### config.mk
export PLATFORM = sky130hd
export DESIGN_NAME = frame_serializer
export DESIGN_NICKNAME = d
export VERILOG_FILES = /design/src/rtl/frame_pkg.sv /design/src/rtl/frame_fifo.sv /design/src/rtl/frame_serializer.sv
export SDC_FILE = /design/constraint.sdc
export NUM_CORES = 1
export LEC_CHECK = 0
export BUFFER_PORTS_ARGS = -buffer_cell sky130_fd_sc_hd__clkbuf_2
export CORE_MARGIN = 4
export CORE_UTILIZATION = 40
export CTS_CLUSTER_DIAMETER = 30
export DETAILED_ROUTE_END_ITERATION = 8
export PLACE_DENSITY = 0.64
export SLEW_MARGIN = 20
export SYNTH_ARGS = -nofsm -noshare
export SYNTH_HDL_FRONTEND = slang
export SYNTH_SLANG_ARGS = --single-unit
### constraint.sdc
create_clock -name clk -period 2.59 [get_ports clk]
set_input_delay 0.1295 -clock clk [delete_from_list [all_inputs] [get_ports clk]]
set_output_delay 0.1295 -clock clk [all_outputs]
set_load 0.1 [all_outputs]
### src/rtl/frame_pkg.sv
// Shared definitions for the frame serializer: default frame width, one-hot FSM
// encodings and a constant-evaluable clog2 used for pointer/counter widths.
package frame_pkg;

  localparam int FRAME_BITS_DEF = 3;

  localparam logic [1:0] ST_IDLE  = 2'b01;
  localparam logic [1:0] ST_SHIFT = 2'b10;

  // Never returns less than 1 so a 2-entry FIFO still gets a 1-bit pointer.
  function automatic int clog2(input int v);
    int r;
    r = 1;
    while ((1 << r) < v) r++;
    return r;
  endfunction

endpackage

### src/rtl/frame_fifo.sv
// Synchronous DEPTH x WIDTH FIFO with wrapping pointers and an occupancy count.
// Pushes while full and pops while empty are ignored.
module frame_fifo
  import frame_pkg::*;
#(
  parameter int WIDTH = FRAME_BITS_DEF,
  parameter int DEPTH = 4
) (
  input  logic                   clk,
  input  logic                   reset,
  input  logic                   push,
  input  logic                   pop,
  input  logic [WIDTH-1:0]       wdata,
  output logic [WIDTH-1:0]       rdata,
  output logic                   full,
  output logic                   empty,
  output logic [clog2(DEPTH):0]  count
);
  localparam int AW = clog2(DEPTH);

  logic [WIDTH-1:0] mem [DEPTH];
  logic [AW-1:0]    wptr, rptr;
  logic             do_push, do_pop;

  assign full    = (count == (AW+1)'(DEPTH));
  assign empty   = (count == '0);
  assign do_push = push & ~full;
  assign do_pop  = pop & ~empty;
  assign rdata   = mem[rptr];

  always_ff @(posedge clk) begin
    if (!reset) begin
      wptr  <= '0;
      rptr  <= '0;
      count <= '0;
    end else begin
      if (do_push) wptr <= wptr + 1'b1;
      if (do_pop)  rptr <= rptr + 1'b1;
      case ({do_push, do_pop})
        2'b10:   count <= count + 1'b1;
        2'b01:   count <= count - 1'b1;
        default: ;
      endcase
    end
  end

  always_ff @(posedge clk) begin
    if (do_push) mem[wptr] <= wdata;
  end

endmodule

### src/rtl/frame_serializer.sv
// Parallel-to-serial front end: FIFO-buffered frames shifted out MSB-first with
// frame boundary flags. Define FRAME_COUNT_EN to add the frames_sent counter.
module frame_serializer
  import frame_pkg::*;
#(
  parameter int FRAME_BITS = FRAME_BITS_DEF,
  parameter int DEPTH      = 4
) (
  input  logic                  clk,
  input  logic                  reset,
  input  logic [FRAME_BITS-1:0] in_data,
  input  logic                  in_valid,
  output logic                  in_ready,
  output logic                  ser_bit,
  output logic                  ser_valid,
  output logic                  ser_first,
  output logic                  ser_last
`ifdef FRAME_COUNT_EN
  ,
  output logic [15:0]           frames_sent
`endif
);
  localparam int BW = clog2(FRAME_BITS);
  localparam int CW = clog2(DEPTH) + 1;

  logic                  full, empty, pop, shifting_n;
  logic [CW-1:0]         count;
  logic [FRAME_BITS-1:0] rdata, shreg, shreg_n;
  logic [BW-1:0]         bitcnt, bitcnt_n;
  logic [1:0]            state, state_n;

  assign in_ready = (count != CW'(DEPTH));

  frame_fifo #(.WIDTH(FRAME_BITS), .DEPTH(DEPTH)) u_fifo (
    .clk   (clk),
    .reset (reset),
    .push  (in_valid & ~full),
    .pop   (pop),
    .wdata (in_data),
    .rdata (rdata),
    .full  (full),
    .empty (empty),
    .count (count)
  );

  always_comb begin
    state_n  = state;
    shreg_n  = shreg;
    bitcnt_n = bitcnt;
    pop      = 1'b0;
    case (state)
      ST_IDLE: begin
        if (!empty) begin
          pop      = 1'b1;
          shreg_n  = rdata;
          bitcnt_n = BW'(FRAME_BITS - 1);
          state_n  = ST_SHIFT;
        end
      end
      ST_SHIFT: begin
        if (bitcnt == '0) begin
          // Reload on the last bit keeps consecutive frames gap-free.
          if (!empty) begin
            pop      = 1'b1;
            shreg_n  = rdata;
            bitcnt_n = BW'(FRAME_BITS - 1);
          end else begin
            state_n  = ST_IDLE;
          end
        end else begin
          shreg_n  = shreg << 1;
          bitcnt_n = bitcnt - 1'b1;
        end
      end
      default: state_n = ST_IDLE;
    endcase
  end

  assign shifting_n = (state_n == ST_SHIFT);

  // Flags are computed from next-state values so every ser_* is a plain flop.
  always_ff @(posedge clk) begin
    if (!reset) begin
      state     <= ST_IDLE;
      shreg     <= '0;
      bitcnt    <= '0;
      ser_valid <= 1'b0;
      ser_bit   <= 1'b0;
      ser_first <= 1'b0;
      ser_last  <= 1'b0;
    end else begin
      state     <= state_n;
      shreg     <= shreg_n;
      bitcnt    <= bitcnt_n;
      ser_valid <= shifting_n;
      ser_bit   <= shifting_n & shreg_n[FRAME_BITS-1];
      ser_first <= shifting_n & (bitcnt_n == BW'(FRAME_BITS - 1));
      ser_last  <= shifting_n & (bitcnt_n == '0);
    end
  end

`ifdef FRAME_COUNT_EN
  always_ff @(posedge clk) begin
    if (!reset)        frames_sent <= '0;
    else if (ser_last) frames_sent <= frames_sent + 16'd1;
  end
`endif

endmodule

After elaboration in Yosys (flattened, before gate mapping)
Memory sizes are Yosys's and may differ from the RTL's. A register that Yosys moved wholly into a read port is not among the register bits.
Index checks and enable logic that the tools add are counted.
Cells by class
  divide/modulo/power cells: 0
  $add $sub $neg: 5
  reduce and logical (&&, ||, !) cells: 5
  multiply operators: 0
  equality and inequality tests: 8
  shift operators: 0
  bitwise gates (word level): 8
  magnitude comparators: 0
  multiplexer cells: 18
Operators with widths (number)
  2-to-1 mux 2 bit: 7
  one-hot mux 3 bit (2 select lines): 2
  equality test 2 bit (second input constant): 4
  one-hot mux 2 bit (2 select lines): 2
  AND 1 bit: 6
  2-to-1 mux 3 bit: 2
  adder 2 x 1 -> 2 bit (second input constant): 2
  equality test 2 x 1 -> 1 bit (second input constant): 2
  logical NOT 2 bit: 2
  2-to-1 mux 1 bit: 4
  nonzero test 2 bit: 2
  adder 3 x 1 -> 3 bit (second input constant): 1
  equality test 3 bit (second input constant): 1
  logical NOT 3 bit: 1
  != test 3 bit (second input constant): 1
  subtractor 3 x 1 -> 3 bit (second input constant): 1
  inverter 1 bit: 2
  one-hot mux 1 bit (2 select lines): 1
  subtractor 2 x 1 -> 2 bit (second input constant): 1
Word-level totals
  bits of input ports: 6
  memory bits (read-only): 0
  logic and storage cells: 56
  bits in registers: 18
  memories: 1
  bits in latches: 0
  output and inout bits: 5
  RAM bits: 12
Memories
  u_fifo.mem: words 4, bits a word 3, read ports 1, clocked after memory_dff 1, wr ports 1, RTL line frame_fifo.sv:21  | logic [WIDTH-1:0] mem [DEPTH];

Longest topological paths before layout
Gate-level depths: netlist of run 1.
  word-level depth: 7
  gate-level depth with buffers: 10
  depth with buffers taken out: 10

Hierarchy
Synthesis of run 1 repeated with hierarchy kept, for this count alone.
Unflattened totals
  cells, all modules: 131
  area total of the unflattened synthesis: 1481.4 µm²
By module, submodules not included
  frame_fifo: cells an instance 69, times used 1, seq. area each 540.5 µm², area each 922.1 µm²
  frame_serializer: cells an instance 62, times used 1, seq. area each 220.2 µm², area each 559.3 µm²

Worst setup path before layout of run 1
Ideal clock, no wire load.
  path type: register to register
  start point: register u_fifo.count[0]
  end point: register u_fifo.count[2]
  clock period less this slack: 3.045 ns
  data required time: 2.514 ns
  buffers on the path: 0
  setup time: 0.076 ns
  setup slack: -0.455 ns
  arrival: 2.970 ns
  stages on the path, launching flop included: 11
  cell sequence: dfxtp_1 inv_1 nand3_1 and2_1 inv_1 ha_1 inv_1 fa_1 xor2_1 or3_1 a21boi_0
Between the ends
  word-level cells in the longest chain between the ends: 7
  elaborated cells between the ends (all ways): 16
  those cells by class: 2 x add/sub; 3 x eq/ne; 4 x mux; 5 x bitwise; 2 x reduce/logical
RTL lines
  from (decl): RTL line frame_fifo.sv:17  | output logic [clog2(DEPTH):0] count
  from (signal assigned): RTL line frame_fifo.sv:40  | 2'b10: count <= count + 1'b1;
  from (signal assigned): RTL line frame_fifo.sv:41  | 2'b01: count <= count - 1'b1;
  logical NOT 3 bit: RTL line frame_fifo.sv:26  | assign empty = (count == '0);
  2-to-1 mux 1 bit: RTL line frame_serializer.sv:53, frame_serializer.sv:63
  2-to-1 mux 1 bit: RTL line frame_serializer.sv:61  | if (bitcnt == '0) begin
  one-hot mux 1 bit (2 select lines): RTL line frame_serializer.sv:51  | case (state)
  AND 1 bit: RTL line frame_fifo.sv:28  | assign do_pop = pop & ~empty;
  equality test 2 x 1 -> 1 bit / equality test 2 bit (equally long branches): RTL line frame_fifo.sv:39  | case ({do_push, do_pop})
  one-hot mux 3 bit (2 select lines) / nonzero test 2 bit (equally long branches)
Parallel ways exist; a longest one is shown, timed or not.
A chain may end at the register's enable or synchronous reset.

Worst setup path after layout of run 1
  start point: register state[0]
  end point: register u_fifo.count[2]
Between the ends
  word-level cells in the longest chain between the ends: 5
  elaborated cells between the ends (all ways): 8
  those cells by class: 4 x eq/ne; 2 x mux; 1 x bitwise; 1 x reduce/logical
RTL lines
  from (decl): RTL line frame_serializer.sv:30  | logic [1:0] state, state_n;
  from (signal assigned): RTL line frame_serializer.sv:92  | state <= state_n;
  equality test 2 bit / equality test 2 x 1 -> 1 bit (equally long branches): RTL line frame_serializer.sv:51
  one-hot mux 1 bit (2 select lines) *: RTL line frame_serializer.sv:51
  AND 1 bit *: RTL line frame_fifo.sv:28
  named net u_fifo.do_pop: RTL line frame_fifo.sv:23  | logic do_push, do_pop;
  equality test 2 x 1 -> 1 bit / equality test 2 bit (equally long branches): RTL line frame_fifo.sv:39
  one-hot mux 3 bit (2 select lines) / nonzero test 2 bit (equally long branches)
Mark *: on every way through the listed nets, which the timed path passes. The rest lies on a longest branch.

==> flow_summary.json, run 1 <==
{
  "avgSynthCellArea_sq_um": 11.6,
  "crit_path_start_kind": "register",
  "muxShareOfSynthArea_pct": 4.84,
  "hold-path-endpoint": "u_fifo.mem[0][2]",
  "power_leakage_nw": 0.661,
  "num_io_pins": 11,
  "ys_seq_elements": 32,
  "cts.sinks": 32,
  "die_area_sq_mm": 0.00450,
  "dp.cells": 177,
  "power.ir.vdd_worst_mv": 0.532,
  "finalCriticalPeriod_ns": 2.49,
  "core_sq_mm": 0.00336,
  "ant_nets": 0,
  "power_w": 0.00179,
  "track_usage_pct": 12.8,
  "tritoncts": "built",
  "drtIter0Drc": 40,
  "dpl.hpwl_um": 1780,
  "setup_viol": 0,
  "min_from": "in_data[2]",
  "async_flop_share_pct": 0,
  "r2r_start": "state[0]",
  "status": "complete, no violations",
  "initial_core_util_pct": 41.5,
  "synth_enable_flop_cells": 12,
  "cp_max_fo": 3,
  "crit_arrival_ns": 2.76,
  "path_cells": "inv_1 -> ha_2 -> or3b_4 -> a211oi_4 -> ha_2 -> inv_1 -> fa_2 -> xor2_1 -> or3_1 -> a21boi_1",
  "die_w_um": 67.1,
  "io_buffers": 10,
  "hold_class": "input port to register",
  "ys_types": 30,
  "grt-ovfl-total": 0,
  "cp-end-kind": "register",
  "dieHeight_um": 67.1,
  "min_period_over_period_pct": 96.1,
  "diodes": 0,
  "yosysWarningCount": 0,
  "clock_path_buffers": 2,
  "synthCells": 120,
  "synth_simple_gate_area_share_pct": 14.8,
  "synth_fa_ha_area_share_pct": 7.71,
  "r2r-end": "u_fifo.count[2]",
  "syn-cell-area_sq_mm": 0.00140,
  "cap_viol_max_count": 0,
  "synth_compound_area_share_pct": 11.8,
  "cts_max_level": 2,
  "synth_nets": 134,
  "first_global_vias": 905,
  "synth_top_family_by_area": "simple AND/OR/NAND/NOR gates",
  "viasPerCell": 4.78,
  "root_buffer": "clkbuf_4",
  "nets": 158,
  "hold_viol": 0,
  "area_growth_pct": 17.7,
  "reg2reg_setup_slack_ns": 0.1,
  "drtPass1Iterations": 4,
  "clock_skew_ns": 0.00955,
  "vias": 913,
  "grt_pass1_wl_um": 4170,
  "cts.clk_slew.worst_paths_ns": 0.09,
  "final_cells": 191,
  "gp_congestion": 0.799,
  "powerDensity_mw_per_mm2": 1090,
  "grt_antenna_before_repair": 0,
  "worstSetupPathType": "register to register",
  "rows": 21,
  "whs_path_depth": 1,
  "avgRoutedWirePerCell_um": 12.7,
  "insertion_delay_ns": 0.33,
  "fmax_mhz": 402,
  "cp_slowest_cell": "or3b_4",
  "rsz0062_at_grt": "true",
  "crit_required_ns": 2.86,
  "final_layout_size_suffix_gt1_share_pct": 24.8,
  "worst_pin_slew_ns": 0.610,
  "slew_headroom_pct": 59.0,
  "fillers": 323,
  "wirelength_um": 2430,
  "grt_start_max_net_pins": 16,
  "drc": 0,
  "ys.flop_type": "dfxtp_1",
  "yosysSeqAreaShare_pct": 54.5,
  "rr_worst_depth": 10,
  "synth_xor_area_share_pct": 3.14,
  "crit_path_max_incr_delay_ns": 0.40,
  "cts_buffers": 5,
  "slew_viol_final": 0
}
-- cells in the mapped netlist, drive strengths merged (3+ instances only) --
| library cell | count | area share (%) |
|---|---|---|
| nor2b | 4 | 1.8 |
| xor2 | 3 | 1.9 |
| o21ai | 4 | 1.4 |
| a22oi | 5 | 2.7 |
| edfxtp | 12 | 26 |
| mux4 | 3 | 4.8 |
| and3 | 5 | 2.2 |
| nand2 | 11 | 3.0 |
| dfxtp | 20 | 29 |
| ha | 7 | 6.3 |
| inv | 11 | 3.0 |
| and2 | 9 | 4.0 |
| a21boi | 4 | 2.2 |
-- logic make-up (layout without fill, tap and decap cells) --
logic type,after synthesis,in the layout
buf+inv,12,37
flops,32,32
simple gates,38,38
mux,3,3
compound gates,22,22
xor+xnor,5,5
fa+ha+maj,8,8
-- sequential cells by signal (all words and copies together), names as in the netlist, named ones only --
signal	count
ser_bit	1
u_fifo.count	3
u_fifo.mem	12
bitcnt	2
u_fifo.wptr	2
ser_last	1
u_fifo.rptr	2
ser_first	1
state	2
ser_valid	1
shreg	3
-- layer usage --
layer / part of all wire (%) / track usage (%)
met1: 48 / 16.1
met2: 46 / 19.3
met3: 4.6 / 4.55
met4: 1.6 / 6.08
met5: 0 / 0
-- layout by cell type, fill, tap and decap left out, types with 2 or more instances in the layout --
cell      netlist  routed
dfxtp_1        20      18
edfxtp_1       12      12
inv_1          11      11
nand2_1        11      11
clkbuf_2        0      10
and2_1          9       9
buf_4           0       7
and3_1          5       5
a22oi_1         5       5
ha_1            7       5
clkbuf_4        0       5
o21ai_0         4       4
nor2b_1         4       4
xor2_1          3       3
mux4_2          3       3
or3_1           2       2
a21boi_1        1       2
a21oi_1         2       2
xnor2_1         2       2
nor2_1          2       2
o21a_1          2       2
a21boi_0        3       2
ha_2            0       2
clkbuf_1        1       2
dfxtp_2         0       2
-- how the worst max path moves through the flow --
| stage | startpoint | end | slack, ns | cells after the start |
|---|---|---|---|---|
| after global routing | state[0] | u_fifo.count[2] | -0.007 | 10 |
| after floorplan | state[0] | u_fifo.count[2] | 0.03 | 10 |
| final | state[0] | u_fifo.count[2] | 0.1 | 10 |
| after detailed placement | state[1] | u_fifo.count[2] | -0.01 | 9 |
| after global placement | state[0] | u_fifo.count[2] | 0.07 | 10 |
| after CTS | state[0] | u_fifo.count[2] | 0.008 | 10 |
-- worst max-delay path: cells and delay by family, from the launching register on --
family | cells | cell delay, ns
and+or+nand+nor | 2 | 0.71
buffers and inverters | 2 | 0.11
DFF | 1 | 0.34
adders and majority gates | 3 | 0.71
AOI/OAI and AO/OA | 2 | 0.39
xor gates and xnor gates | 1 | 0.16
-- stage by stage --
stage	hold slack, ns	setup WS (ns)	setup TNS (ns)	cell area [sq um]	util, %
after global placement	0.344	0.0726	0	1530	45.4
after global routing	0.0136	-0.00692	-0.00692	1640	48.9
after detailed placement	0.361	-0.0122	-0.0122	1530	45.4
final	0.0292	0.0997	0	1640	48.9
after floorplan	0.228	0.0305	0	1410	-
after CTS	0.0129	0.00802	0	1610	48.0
-- power by group --
group / leakage [nW] / switching (W) / internal (W) / total (W)
clock: 0.0326 / 0.000152 / 0.000134 / 0.000286
sequential: 0.274 / 0.0000745 / 0.000637 / 0.000711
combinational: 0.354 / 0.000489 / 0.000306 / 0.000795
total: 0.661 / 0.000716 / 0.00108 / 0.00179
-- layout make-up --
class / instances / area [sq um] / share of cell area (%)
Tap cell: 46 / 57.6 / 3.50
Inverter: 11 / 41.3 / 2.51
Sequential cell: 32 / 763 / 46.4
Multi-Input combinational cell: 76 / 611 / 37.1
Clock buffer: 8 / 58.8 / 3.58
Timing Repair Buffer: 18 / 113 / 6.85
-- what timing repair did --
| item | CTS | global route |
|---|---|---|
| resized for setup | 3 | 3 |
| setup endpoints to repair | 1 | 1 |
| endpoints found under the hold margin | 0 | 3 |
| buffers inserted | 3 | 2 |
| hold buffers | 0 | 1 |
| pin swaps | 2 | 3 |
(Power assumes the default switching activity.)
==> inputs of run 2 (changes only) <==
==> constraint.sdc (replaced) <==
create_clock -name clk -period 2.59 [get_ports clk]
set_input_delay 0.259 -clock clk [delete_from_list [all_inputs] [get_ports clk]]
set_output_delay 0.259 -clock clk [all_outputs]
set_load 0.1 [all_outputs]
==> run 2 against run 1 <==
- core utilization is 0.30 points lower
- maximum frequency stayed put
- non-clock buffer count is 1 lower
- critical path depth did not move
- die area unchanged
- register-to-register slack about the same
- hold slack better by 0.13 ns
- critical endpoint unchanged
==> flow_summary.json, run 2 (synthesis results as in run 1) <==
{
  "crit_required_ns": 2.86,
  "grt_util_met3_pct": 4.55,
  "power_leakage_nw": 0.656,
  "status": "complete, no violations",
  "setup_viol": 0,
  "num_io_pins": 11,
  "dieHeight_um": 67.1,
  "fmax_mhz": 402,
  "cp-endpoint": "u_fifo.count[2]",
  "cts_max_level": 2,
  "hold_viol": 0,
  "core_sq_mm": 0.00336,
  "slew_viol_final": 0,
  "p_int_w": 0.00108,
  "crit_path_start_kind": "register",
  "gp_congestion": 0.799,
  "min_period_over_period_pct": 96.1,
  "largest-register": "u_fifo.mem",
  "area_growth_pct": 17.0,
  "switching_share_pct": 39.9,
  "vias": 909,
  "first_global_vias": 905,
  "reg2reg_setup_slack_ns": 0.1,
  "dpl.hpwl_um": 1780,
  "combPwrFrac_pct": 44.3,
  "grt-ovfl-total": 0,
  "diodes": 0,
  "root_buffer": "clkbuf_4",
  "mostFrequentLayoutCells": "18 x dfxtp_1, 12 x edfxtp_1, 11 x inv_1, 11 x nand2_1, 10 x clkbuf_2",
  "seqPwrFrac_pct": 39.7,
  "track_usage_pct": 12.8,
  "fin_util_pct": 48.6,
  "grt_start_max_net_pins": 16,
  "rows": 21,
  "r2r_start": "state[0]",
  "grt_antenna_before_repair": 0,
  "whs_ns": 0.158,
  "use_met1_pct": 16.1,
  "cap_viol_max_count": 0,
  "powerDensity_mw_per_mm2": 1100,
  "switchingPower_w": 0.000715,
  "nets": 157,
  "final.setup.tns_ns": 0,
  "r2r-end": "u_fifo.count[2]",
  "worst_pin_slew_ns": 0.610,
  "rr_worst_depth": 10,
  "setup_slack_ns": 0.0997,
  "tritoncts": "built",
  "io_buffers": 10,
  "crit_start": "state[0]",
  "finalCriticalPeriod_ns": 2.49,
  "die_area_sq_mm": 0.00450,
  "ant_nets": 0,
  "drtPass1Iterations": 4,
  "met2_usage_pct": 19.3,
  "cp-end-kind": "register",
  "avgRoutedWirePerCell_um": 12.7,
  "gr-max-usage-layer": "met2",
  "hold_class": "input port to register",
  "viasPerCell": 4.78,
  "slew_headroom_pct": 59.0,
  "largest_reg_flops": 12,
  "die_w_um": 67.1,
  "power.ir.vdd_worst_mv": 0.532,
  "place_ws_ns": -0.0122,
  "cp_max_fo": 3,
  "rsz0062_at_grt": "true",
  "crit_arrival_ns": 2.76,
  "cts_buffers": 5,
  "p_clk_share_pct": 16.0,
  "insertion_delay_ns": 0.33,
  "cts.sinks": 32,
  "grt_pass1_wl_um": 4170,
  "worstSetupPathType": "register to register",
  "drtIter0Drc": 46,
  "clock_path_buffers": 2,
  "holdBufCountCts": 0,
  "drc": 0,
  "top_regs": "u_fifo.mem: 12 flops, shreg: 3 flops, u_fifo.count: 3 flops",
  "initial_core_util_pct": 41.5,
  "wirelength_um": 2420,
  "final_common_cell": "dfxtp_1",
  "cts.clk_slew.worst_paths_ns": 0.09,
  "clock_skew_ns": 0.00955,
  "final_layout_size_suffix_gt1_share_pct": 25.0
}
## run 2: changes by cell type in the layout (fill, tap and decap cells not counted), sizes merged
cell	delta
dlygate4sd3	-1
## run 2: final cells by class
cell class | instances | area [sq um]
well taps | 46 | 57.6
flip-flops and latches | 32 | 763
fillers | 323 | 1730
repair buffers | 17 | 103
inverters | 11 | 41.3
clock buffers | 8 | 58.8
multi-input cells | 76 | 611
## run 2: routing by layer
metal | up-vias | wire length, um
met2 | 18 | 1110
met1 | 415 | 1160
met4 | 0 | 40
li1 | 470 | -
met3 | 6 | 112
met5 | - | 0
## run 2: critical path, cell delays in order, from the launching register on
cell and delay (ns):
dfxtp_2 0.34, inv_1 0.06, ha_2 0.17, or3b_4 0.40, a211oi_4 0.27, ha_2 0.21, inv_1 0.05, fa_2 0.33
xor2_1 0.16, or3_1 0.31, a21boi_1 0.12
## run 2: what timing repair did
item                       4_1_cts  5_1_grt
pin swaps                        2        3
resized for setup                3        3
setup endpoints to repair        1        1
buffers inserted                 3        2
## run 2: power groups by stage
stage               clock, W  sequential (W)  combinational [W]
global placement           0        0.000714           0.000726
global route        0.000325        0.000726           0.000884
detailed placement         0        0.000722           0.000742
finish              0.000286        0.000711           0.000794
floorplan                  0        0.000817           0.000490
CTS                 0.000300        0.000713           0.000780
## run 2: worst min-delay path by stage
| stage | startpoint | slack, ns | depth (start not counted) | to |
|---|---|---|---|---|
| 5_1_grt | in_data[0] | 0.13 | 1 | u_fifo.mem[1][0] |
| 6_report | in_data[0] | 0.16 | 1 | u_fifo.mem[1][0] |
| 3_5_place_dp | shreg[1] | 0.45 | 2 | shreg[1] |
| 2_1_floorplan | in_data[0] | 0.36 | 0 | u_fifo.mem[0][0] |
| 4_1_cts | in_data[2] | 0.14 | 1 | u_fifo.mem[0][2] |
| 3_3_place_gp | shreg[1] | 0.44 | 2 | shreg[1] |
## run 2: stage by stage
stage	cell area, sq um	power [W]	cells
finish	1630	0.00179	190
CTS	1610	0.00179	188
floorplan	1410	0.00131	120
global route	1630	0.00193	190
detailed placement	1530	0.00146	177
global placement	1530	0.00144	177
==> inputs of run 3 (changes only) <==
PLACE_DENSITY = unset   (was 0.64)
PLACE_DENSITY_LB_ADDON = 0.08   (was unset)
==> run 3 against run 2 <==
- via count fell by 2.6%
- highest routed layer unchanged
- power rose by 0.48%
- combinational power fell by 3.4%
- critical path type unchanged
==> flow_summary.json, run 3 (synthesis results as in run 1) <==
{
  "status": "complete, no violations",
  "drtIter0Drc": 53,
  "crit_top_cell": "inv_1",
  "hold_viol": 0,
  "cp_top_family": "simple AND/OR/NAND/NOR gates",
  "path_buf_inv": 2,
  "crit_required_ns": 2.86,
  "dieHeight_um": 67.1,
  "whs_ns": 0.149,
  "finalCriticalPeriod_ns": 2.49,
  "dpl.hpwl_um": 1900,
  "power_leakage_nw": 0.651,
  "rows": 21,
  "worst-path-stages": 10,
  "avgRoutedWirePerCell_um": 13.6,
  "worstSetupPathType": "register to register",
  "first_global_vias": 859,
  "cts.sinks": 32,
  "final_area_sq_mm": 0.00162,
  "wl_met2_um": 1110,
  "cp_max_fo": 4,
  "powerDensity_mw_per_mm2": 1110,
  "final_layout_size_suffix_gt1_share_pct": 23.4,
  "grt_antenna_before_repair": 0,
  "slew_headroom_pct": 64.2,
  "cts.clk_slew.worst_paths_ns": 0.10,
  "drc": 0,
  "crit_path_start_kind": "register",
  "die_w_um": 67.1,
  "fillers": 343,
  "crit_start": "state[0]",
  "power.ir.vdd_worst_mv": 0.404,
  "final_common_cell": "dfxtp_1",
  "largest_reg_flops": 12,
  "fmax_mhz": 402,
  "gp_congestion": 0.823,
  "grt_start_max_net_pins": 16,
  "min_period_over_period_pct": 96.0,
  "cp-endpoint": "u_fifo.count[2]",
  "area_growth_pct": 15.9,
  "cp_slowest_cell": "or3b_4",
  "crit_path_max_incr_delay_ns": 0.41,
  "wirelength_um": 2540,
  "place_area_sq_mm": 0.00154,
  "largest-register": "u_fifo.mem",
  "grt_pass1_wl_um": 4200,
  "drtPass1Iterations": 4,
  "root_buffer": "clkbuf_4",
  "cts_max_level": 2,
  "cp-end-kind": "register",
  "r2r-end": "u_fifo.count[2]",
  "cap_viol_max_count": 0,
  "insertion_delay_ns": 0.33,
  "num_io_pins": 11,
  "met1_length_um": 1300,
  "die_area_sq_mm": 0.00450,
  "cts_buffers": 5,
  "mostFrequentLayoutCells": "18 x dfxtp_1, 12 x edfxtp_1, 11 x inv_1, 11 x nand2_1, 10 x clkbuf_2",
  "track_usage_pct": 13.2,
  "crit_arrival_ns": 2.76,
  "clock_path_buffers": 2,
  "io_buffers": 10,
  "top_regs": "u_fifo.mem: 12 flops, shreg: 3 flops, u_fifo.count: 3 flops",
  "reg2reg_setup_slack_ns": 0.10,
  "grt-ovfl-total": 0,
  "rsz0062_at_grt": "true",
  "nets": 154,
  "rr_worst_depth": 10,
  "tritoncts": "built",
  "top_layer": "met4",
  "diodes": 0,
  "wl_met3_um": 93,
  "setup_viol": 0,
  "hold_class": "input port to register",
  "slew_viol_final": 0,
  "ant_nets": 0,
  "vias": 885,
  "worst_pin_slew_ns": 0.533,
  "r2r_start": "state[0]",
  "viasPerCell": 4.73,
  "clock_skew_ns": 0.0171,
  "path_cells": "inv_1 -> ha_1 -> or3b_4 -> a211oi_4 -> ha_2 -> inv_1 -> fa_2 -> xor2_1 -> or3_1 -> a21boi_1",
  "core_sq_mm": 0.00336,
  "initial_core_util_pct": 41.5
}
run 3: cell count changes in the layout (fill, tap and decap cells not counted):
cell,previous run,this run
clkbuf_1,2,1
buf_4,7,4
ha_2,2,1
clkbuf_8,1,2
ha_1,5,6
run 3: worst reg2reg max path: stages (launching register included):
cell and delay, ns:
dfxtp_2 0.35, inv_1 0.06, ha_1 0.16, or3b_4 0.41, a211oi_4 0.27, ha_2 0.21
inv_1 0.05, fa_2 0.33, xor2_1 0.16, or3_1 0.31, a21boi_1 0.12
run 3: report_power, final:
group	internal [W]	switching (W)	leakage (nW)
sequential	0.000637	0.0000735	0.274
combinational	0.000283	0.000484	0.339
clock	0.000160	0.000163	0.0386
total	0.00108	0.000720	0.651
run 3: how the worst min path moves through the flow:
stage | startpoint | endpoint | depth (start not counted)
finish | in_data[1] | u_fifo.mem[0][1] | 1
global route | in_data[0] | u_fifo.mem[2][0] | 1
CTS | in_data[1] | u_fifo.mem[1][1] | 1
detailed placement | shreg[1] | shreg[1] | 2
global placement | shreg[1] | shreg[1] | 2
floorplan | in_data[0] | u_fifo.mem[0][0] | 0
run 3: per-stage QoR:
step	worst slack, ns	TNS (ns)	cells	power, W	util (%)
2_1_floorplan	0.0305	0	120	0.00131	-
3_3_place_gp	0.102	0	178	0.00146	45.6
3_5_place_dp	-0.0387	-0.0387	178	0.00147	45.6
4_1_cts	0.0255	0	187	0.00181	48.0
5_1_grt	-0.0229	-0.0229	187	0.00194	48.1
6_report	0.103	0	187	0.00180	48.1
run 3: final cells by class:
type	instances	area (sq um)	area share, %
well taps	46	57.6	3.55
repair buffers	14	80.1	4.95
multi-input cells	76	608	37.6
flip-flops and latches	32	763	47.1
clock buffers	8	68.8	4.25
inverters	11	41.3	2.55
run 3: routing by layer:
metal	track usage, %	vias to the layer above
met5	0	-
met4	4.56	0
met3	5.73	6
met2	19.3	15
met1	17.2	401
li1	-	463
run 3: what timing repair did:
| action | CTS | global route |
|---|---|---|
| gates resized for setup | 1 | 4 |
| pin swaps | 2 | 3 |
| hold buffers | 0 | 0 |
| cloned | 0 | 0 |
| setup buffers | 1 | 0 |
| endpoints found under the hold margin | 0 | 0 |
| setup endpoints to repair | 1 | 1 |
